File: src/rtl/seq_tx_pkg.sv
// Shared state encoding and counter widths for the serial pattern transmitter.
package seq_tx_pkg;

   typedef enum logic [1:0] {IDLE, SHIFT, GAP} seq_tx_state_t;

   localparam int SEQ_TX_GAP_W = 8;

endpackage

File: src/rtl/seq_shift_reg.sv
// Parallel-load, shift-left register presenting its MSB; load wins over shift.
// One cycle from load/shift to msb; no flow control, the owner sequences it.
module seq_shift_reg #(
   parameter int WIDTH = 10
) (
   input  logic             clock,
   input  logic             reset,
   input  logic             load,
   input  logic             shift,
   input  logic [WIDTH-1:0] din,
   output logic             msb
);

   logic [WIDTH-1:0] q;

   always_ff @(posedge clock or negedge reset) begin
      if (!reset) begin
         q <= '0;
      end else if (load) begin
         q <= din;
      end else if (shift) begin
         q <= {q[WIDTH-2:0], 1'b0};
      end
   end

   assign msb = q[WIDTH-1];

endmodule

File: src/rtl/serial_pattern_tx.sv
// Serialises load_data MSB first, first bit one cycle after the load handshake; optional SEQ_TX_REPEAT_EN.
// load_ready is low in SHIFT and GAP; load_valid is ignored there and nothing is queued.
module serial_pattern_tx
   import seq_tx_pkg::*;
#(
   parameter int   WIDTH      = 10,
   parameter int   GAP_CYCLES = 0,
   parameter logic IDLE_BIT   = 1'b1
) (
   input  logic             clock,
   input  logic             reset,
   input  logic             load_valid,
   output logic             load_ready,
   input  logic [WIDTH-1:0] load_data,
   output logic             serial_out,
   output logic             out_valid,
   output logic             done,
   output logic             busy
`ifdef SEQ_TX_REPEAT_EN
   ,
   input  logic             repeat_en
`endif
);

   localparam int CW = $clog2(WIDTH);
   localparam logic [CW-1:0] CNT_LAST = CW'(WIDTH - 1);
   localparam logic [SEQ_TX_GAP_W-1:0] GAP_LAST =
      SEQ_TX_GAP_W'((GAP_CYCLES > 0) ? GAP_CYCLES - 1 : 0);

   seq_tx_state_t state, state_n;
   logic [CW-1:0]           bit_cnt, bit_cnt_n;
   logic [SEQ_TX_GAP_W-1:0] gap_cnt, gap_cnt_n;
   logic serial_out_n, out_valid_n, done_n, busy_n, load_ready_n;
   logic start, reload;
   logic sr_load, sr_shift, sr_msb;
   logic [WIDTH-1:0] sr_din, pat;

`ifdef SEQ_TX_REPEAT_EN
   logic [WIDTH-1:0] shadow;
   logic             rep_pend, rep_pend_n;
`endif

   // The shifter holds only the bits still to be sent; the first bit goes straight to serial_out.
   seq_shift_reg #(.WIDTH(WIDTH)) u_sr (
      .clock (clock),
      .reset (reset),
      .load  (sr_load),
      .shift (sr_shift),
      .din   (sr_din),
      .msb   (sr_msb)
   );

   always_comb begin
      state_n      = state;
      bit_cnt_n    = bit_cnt;
      gap_cnt_n    = gap_cnt;
      start        = 1'b0;
      reload       = 1'b0;
      serial_out_n = IDLE_BIT;
      out_valid_n  = 1'b0;
      done_n       = 1'b0;
      sr_load      = 1'b0;
      sr_shift     = 1'b0;
      sr_din       = '0;
      pat          = load_data;
`ifdef SEQ_TX_REPEAT_EN
      rep_pend_n   = rep_pend;
`endif

      unique case (state)
         IDLE: begin
            if (load_valid && load_ready) begin
               start = 1'b1;
            end
         end
         SHIFT: begin
            if (bit_cnt != '0) begin
               serial_out_n = sr_msb;
               out_valid_n  = 1'b1;
               sr_shift     = 1'b1;
               bit_cnt_n    = bit_cnt - 1'b1;
               done_n       = (bit_cnt == CW'(1));
            end else begin
`ifdef SEQ_TX_REPEAT_EN
               rep_pend_n = repeat_en && (GAP_CYCLES > 0);
               if (repeat_en && (GAP_CYCLES == 0)) begin
                  reload = 1'b1;
               end else
`endif
               if (GAP_CYCLES > 0) begin
                  state_n   = GAP;
                  gap_cnt_n = GAP_LAST;
               end else begin
                  state_n = IDLE;
               end
            end
         end
         GAP: begin
            if (gap_cnt == '0) begin
`ifdef SEQ_TX_REPEAT_EN
               if (rep_pend) begin
                  reload     = 1'b1;
                  rep_pend_n = 1'b0;
               end else
`endif
               state_n = IDLE;
            end else begin
               gap_cnt_n = gap_cnt - 1'b1;
            end
         end
         default: state_n = IDLE;
      endcase

      if (start || reload) begin
`ifdef SEQ_TX_REPEAT_EN
         if (reload) begin
            pat = shadow;
         end
`endif
         state_n      = SHIFT;
         bit_cnt_n    = CNT_LAST;
         serial_out_n = pat[WIDTH-1];
         out_valid_n  = 1'b1;
         sr_load      = 1'b1;
         sr_din       = {pat[WIDTH-2:0], 1'b0};
      end

      busy_n       = (state_n != IDLE);
      load_ready_n = (state_n == IDLE);
   end

   always_ff @(posedge clock or negedge reset) begin
      if (!reset) begin
         state      <= IDLE;
         bit_cnt    <= '0;
         gap_cnt    <= '0;
         serial_out <= IDLE_BIT;
         out_valid  <= 1'b0;
         done       <= 1'b0;
         busy       <= 1'b0;
         load_ready <= 1'b1;
      end else begin
         state      <= state_n;
         bit_cnt    <= bit_cnt_n;
         gap_cnt    <= gap_cnt_n;
         serial_out <= serial_out_n;
         out_valid  <= out_valid_n;
         done       <= done_n;
         busy       <= busy_n;
         load_ready <= load_ready_n;
      end
   end

`ifdef SEQ_TX_REPEAT_EN
   always_ff @(posedge clock or negedge reset) begin
      if (!reset) begin
         shadow   <= '0;
         rep_pend <= 1'b0;
      end else begin
         rep_pend <= rep_pend_n;
         if (start) begin
            shadow <= load_data;
         end
      end
   end
`endif

endmodule
File: config.mk
export PLATFORM = sky130hd
export DESIGN_NAME = serial_pattern_tx
export DESIGN_NICKNAME = d
export VERILOG_FILES = /design/src/rtl/seq_tx_pkg.sv /design/src/rtl/seq_shift_reg.sv /design/src/rtl/serial_pattern_tx.sv
export SDC_FILE = /design/constraint.sdc
export NUM_CORES = 1
export LEC_CHECK = 0
export ABC_AREA = 1
export CORE_AREA = 2 2 52 54
export CTS_CLUSTER_SIZE = 40
export DETAILED_ROUTE_END_ITERATION = 6
export DIE_AREA = 0 0 54 56
export DONT_BUFFER_PORTS = 1
export HOLD_SLACK_MARGIN = 0.02
export PLACE_DENSITY = 0.84
export SETUP_SLACK_MARGIN = 0.4
export SLEW_MARGIN = 30
export SYNTH_ARGS = -nofsm -noshare
export SYNTH_HDL_FRONTEND = slang
export SYNTH_SLANG_ARGS = --single-unit
File: constraint.sdc
create_clock -name clock -period 1.7 [get_ports clock]
set_input_delay 0.34 -clock clock [delete_from_list [all_inputs] [get_ports clock]]
set_output_delay 0.34 -clock clock [all_outputs]
set_load 0.05 [all_outputs]
* Word level (Yosys, flattened, before mapping)
Index checks and enable logic that the tools add are counted.
** Word-level totals
- Memory bits (read-only) :: 0
- Logic and storage cells :: 47
- Input bits :: 13
- Register bits after elaboration :: 29
- Memories kept :: 0
- RAM bits :: 0
- Output and inout port bits :: 5
- Latch bits :: 0
** Operators by class
- Mux-type cells :: 21
- Shift operators :: 0
- Div/mod/pow operators :: 0
- Bitwise operators :: 1
- Magnitude comparators :: 0
- Equal/unequal tests :: 3
- Multiply operators :: 0
- Add/subtract/negate cells :: 2
- Reductions and logical operators :: 11
** Operators with widths (number)
- 2-to-1 mux 10 bit :: 3
- 2-to-1 mux 4 bit :: 3
- 2-to-1 mux 1 bit :: 11
- zero test 8 bit :: 1
- nonzero test 2 bit :: 4
- subtractor 8 x 1 -> 8 bit, second input constant :: 1
- 2-to-1 mux 2 bit :: 3
- case mux 2 bit (3 select lines) :: 1
- == test 4 x 1 -> 1 bit, second input constant :: 1
- zero test 2 bit :: 2
- AND reduction 2 bit :: 2
- nonzero test 4 bit :: 1
- subtractor 4 x 1 -> 4 bit, second input constant :: 1
- == test 2 x 1 -> 1 bit, second input constant :: 1
- == test 2 bit, second input constant :: 1
- logical AND 1 bit :: 1
- inverter 1 bit :: 1

* Longest topological paths before layout
- Depth after elaboration :: 5
- Depth in mapped cells :: 8
- Mapped depth without buffers :: 7

* Cells and area by module
A second synthesis with hierarchy kept.
** Unflattened totals
- Cell total of the unflattened synthesis :: 187
- Area, all modules :: 1511.4 µm²
** Modules (own cells, without submodules)
- serial_pattern_tx :: area an instance 1067.3 µm², times used 1, cells an instance 134, sequential area each 478.0 µm²
- seq_shift_reg :: area an instance 444.2 µm², times used 1, cells an instance 53, sequential area each 250.2 µm²

* Worst setup path before layout
OpenSTA, ideal clock, no wires.
- Kind :: register to register
- Start point :: register load_ready
- End point :: register serial_out
- Library setup time :: 0.081 ns
- Buffers on the path :: 1
- Data required time :: 1.619 ns
- Stages on the path, launching flop included :: 6
- Setup slack :: 0.360 ns
- Arrival :: 1.259 ns
- Clock period less this slack :: 1.340 ns
- Path through :: dfstp_2 > nand2_1 > nor3_2 > buf_2 > nand2_1 > o211ai_1
** On the way
- Cells in the longest elaborated chain, start to end :: 4
** Ends and longest elaborated chain
- start, declared :: line serial_pattern_tx.sv:13 : output logic load_ready,
- start signal, assigned :: line serial_pattern_tx.sv:150 : load_ready <= load_ready_n;
- logical AND 1 bit :: line serial_pattern_tx.sv:72 : if (load_valid && load_ready) begin
- 2-to-1 mux 1 bit :: line serial_pattern_tx.sv:72
- 2-to-1 mux 1 bit :: line serial_pattern_tx.sv:70 : unique case (state)
- 2-to-1 mux 1 bit :: line serial_pattern_tx.sv:114 : if (start || reload) begin
- net serial_out_n :: line serial_pattern_tx.sv:33 : logic serial_out_n, out_valid_n, done_n, busy_n, load_ready_n;
- end signal, assigned :: line serial_pattern_tx.sv:146 : serial_out <= serial_out_n;
- end, declared :: line serial_pattern_tx.sv:15 : output logic serial_out,
The timed path passes the listed nets, and every way through them passes these cells.
A chain may end at the register's enable or synchronous reset.

* Final worst setup path
- Start point :: register load_ready
- End point :: output load_ready
No word-level cell between the ends.

==> results.rst <==
.. list-table::
   :header-rows: 1

   * - Metric
     - Value
   * - Share of layout cells above drive strength 1
     - 44.5%
   * - Syn avg cell area
     - 8.84 sq um
   * - Bufs on Longest Clock Path
     - 2
   * - Number of endpoints with negative hold slack in the final report
     - 0
   * - Share of the synthesized area in the top cell type
     - 45.1%
   * - Number of nets in the layout
     - 200
   * - Die Y
     - about 56 microns
   * - Category of the worst setup path capture point
     - output pin
   * - Global placer's final weighted congestion
     - 0.772
   * - Flip-flop and latch count after synthesis
     - 28
   * - Die area
     - 0.00302 sq mm
   * - Upper clock frequency limit
     - 708 MHz
   * - Max Cap Viol
     - 0
   * - Count of placed standard cells in the final layout, fillers left out
     - 212
   * - First-pass GRT wire length
     - between 4000 and 5000 microns
   * - Final number of setup-violating endpoints
     - 0
   * - IO Count
     - 18
   * - Source-to-sink clock delay at the later pin of the worst-skew pair
     - 340 ps
   * - Clock sinks
     - 28
   * - Worst Skew
     - 14.6 ps
   * - Total routing usage reported by global routing
     - around a fifth
   * - Cts bufs inserted
     - 3
   * - P per Cell Area
     - 1470 mW/mm^2
   * - Setup repair after global routing missed its margin
     - yes
   * - Clock tree from TritonCTS
     - done
   * - Final-report max-slew violation count
     - 0
   * - Clock edge transition at the registers on the reported setup and hold paths
     - 150 ps
   * - Placeable core area
     - 0.00243 sq mm
   * - Worst path arrival time
     - between 1000 and 1500 ps
   * - Slew at the pin closest to its max-slew limit
     - 262 ps
   * - Warnings, synthesis
     - 0
   * - Number of inserted diodes
     - 0
   * - Number of rows in the core area
     - 18
   * - Antenna-violating nets left
     - 0
   * - Half-perimeter wire length after detailed placement
     - 1900 microns
   * - Status
     - finished, final reports clean
   * - Number of remaining DRC errors
     - 0
   * - CP Class
     - reg -> out
   * - Starting Density
     - 59.3%
   * - Maximum fanout encountered on the critical timing path
     - 2
   * - Dpl cells
     - 191
   * - CP max-delay cell
     - sky130_fd_sc_hd__dfstp_2
   * - Port buffer count
     - 0
   * - Leakage
     - 0.000888 uW
   * - Residual overflow from global routing
     - 0
   * - Number of global-route vias before repair
     - 1091
   * - Slew HR
     - 82.6%
   * - Average wire per cell in the routed design
     - 17.0 microns
   * - Top area cells in the synthesized netlist
     - sky130_fd_sc_hd__dfrtp_1, sky130_fd_sc_hd__nand2_1, sky130_fd_sc_hd__nand3_1
   * - Aggregate routed wire length
     - 3600 microns
   * - Setup TNS
     - 0 ps
   * - Critical path's largest stage delay
     - approximately 590 ps
   * - Syn-to-layout area delta
     - 30.6%
   * - Vias
     - 1242
   * - Most common cell after layout, fill and taps aside
     - sky130_fd_sc_hd__nand2_1
   * - Gate count after technology mapping
     - approximately 160
   * - Commonest non-fill, non-tap cells in the layout
     - sky130_fd_sc_hd__nand2_1, sky130_fd_sc_hd__dfrtp_1, sky130_fd_sc_hd__nand3_2
   * - Kind of start point of the critical path
     - register
   * - Die width
     - 54 microns
   * - Average via count per standard cell
     - 5.86
   * - Length of the first detailed-routing pass in iterations
     - 4
   * - H-tree Lvls
     - 1
   * - Type of the worst min-delay path
     - in -> reg
   * - Count of routing violations after the opening detailed-route iteration
     - 43
   * - Required arrival time at the worst endpoint
     - around 1400 ps
   * - Post-synthesis sequential area ratio
     - 48.8%
   * - Worst vdd rail ir drop
     - 1.32 mV
   * - Worst path buffer plus inverter count
     - 1
   * - Largest net degree at the start of global routing
     - 29
   * - Min Tclk post-route
     - 1410 ps
   * - Net Count, Synth
     - 180
   * - Distinct cell type count after synthesis
     - 26
   * - Number of antenna violations at the first check in global routing
     - 0
   * - Top cell type by total area after synthesis
     - sky130_fd_sc_hd__dfrtp_1
   * - Family of cells with the greatest summed delay on the critical path
     - flip-flops
   * - CP cell instances
     - buf_8
   * - Final period util
     - approximately 83%
   * - Post-synthesis cell area
     - ~0.0014 sq mm
   * - Buffer type at the clock tree root
     - sky130_fd_sc_hd__clkbuf_4
[flip-flops by register name, indices dropped and copies added (netlist names)]
| signal | flops |
|---|---|
| load_ready | 1 |
| bit_cnt | 4 |
| done | 1 |
| out_valid | 1 |
| u_sr.q | 9 |
| busy | 1 |
| state | 2 |
| serial_out | 1 |
| gap_cnt | 8 |
[per-stage QoR]
stage / power [uW] / instance area (sq um) / util (%) / hold slack [ps] / setup slack, ps
2_1_floorplan: 1810 / 1440 / - / 44.4 / 390
3_3_place_gp: 1890 / 1460 / 60.1 / 45.2 / 202
3_5_place_dp: 1950 / 1460 / 60.1 / 45.1 / 43.5
4_1_cts: 2470 / 1670 / 68.5 / 109 / 281
5_1_grt: 2930 / 1880 / 77.4 / 107 / 263
6_report: 2770 / 1880 / 77.4 / 119 / 287
[per-layer routing]
metal	GRT usage, %	vias to the layer above	wire [microns]
li1	-	580	-
met1	22.8	615	1300
met2	38.2	39	2090
met3	4.84	8	128
met4	5.00	0	75
met5	0	-	0
[worst paths after layout]
path / end / cells past startpoint / slack [ps] / from
setup reg to reg: bit_cnt[0]$_DFFE_PN0P_ / 6 / 300 / load_ready$_DFF_PN1_
max in group asynchronous: serial_out$_DFF_PN1_ / 2 / 1040 / reset
min in group asynchronous: gap_cnt[4]$_DFFE_PN0P_ / 2 / 420 / reset
setup / recovery: load_ready / 1 / 290 / load_ready$_DFF_PN1_
hold reg to reg: bit_cnt[3]$_DFFE_PN0P_ / 2 / 510 / bit_cnt[3]$_DFFE_PN0P_
hold / removal: u_sr.q[1]$_DFFE_PN0P_ / 2 / 120 / load_data[0]
[kinds of logic (layout without fill, tap and decap cells)]
| family | count (synthesis) | in the layout | share of synthesized area, % |
|---|---|---|---|
| AND/OR/NAND/NOR | 95 | 95 | 33.2 |
| flip-flops | 28 | 28 | 48.8 |
| buffers and inverters | 19 | 38 | 6.42 |
| AO/OA/AOI/OAI | 15 | 15 | 6.94 |
| adder cells (fa/ha/maj) | 4 | 4 | 3.47 |
| XOR/XNOR | 2 | 2 | 1.22 |
[final cells by class]
type / instances / area (sq um)
tap: 30 / 37.5
clock buffer: 4 / 36.3
multi-input combinational: 116 / 840
timing repair buffer: 20 / 208
fill: 139 / 549
sequential: 28 / 709
inverter: 14 / 52.6
[cell usage after synthesis (all sizes together)]
master  count
dfrtp      26
nand4       9
nand3      26
nor3        1
o22ai       1
dfstp       2
nor2       13
xor2        1
inv        14
ha          4
nand2      46
o211ai      1
o21ai      12
buf         5
xnor2       1
o21bai      1
[power by group]
group / leakage, uW / switching, uW / internal, uW
clock: 0.0000210 / 192 / 131
sequential: 0.000353 / 281 / 896
combinational: 0.000514 / 735 / 535
[repair_timing]
item | 4_1_cts | 5_1_grt
cloned | 0 | 0
hold buffers | 2 | 0
buffers inserted | 10 | 5
hold endpoints to repair | 28 | 0
pin swaps | 4 | 19
gates resized for setup | 16 | 40
endpoints found under the setup margin | 33 | 25
Power figures use the tool's default switching activity.
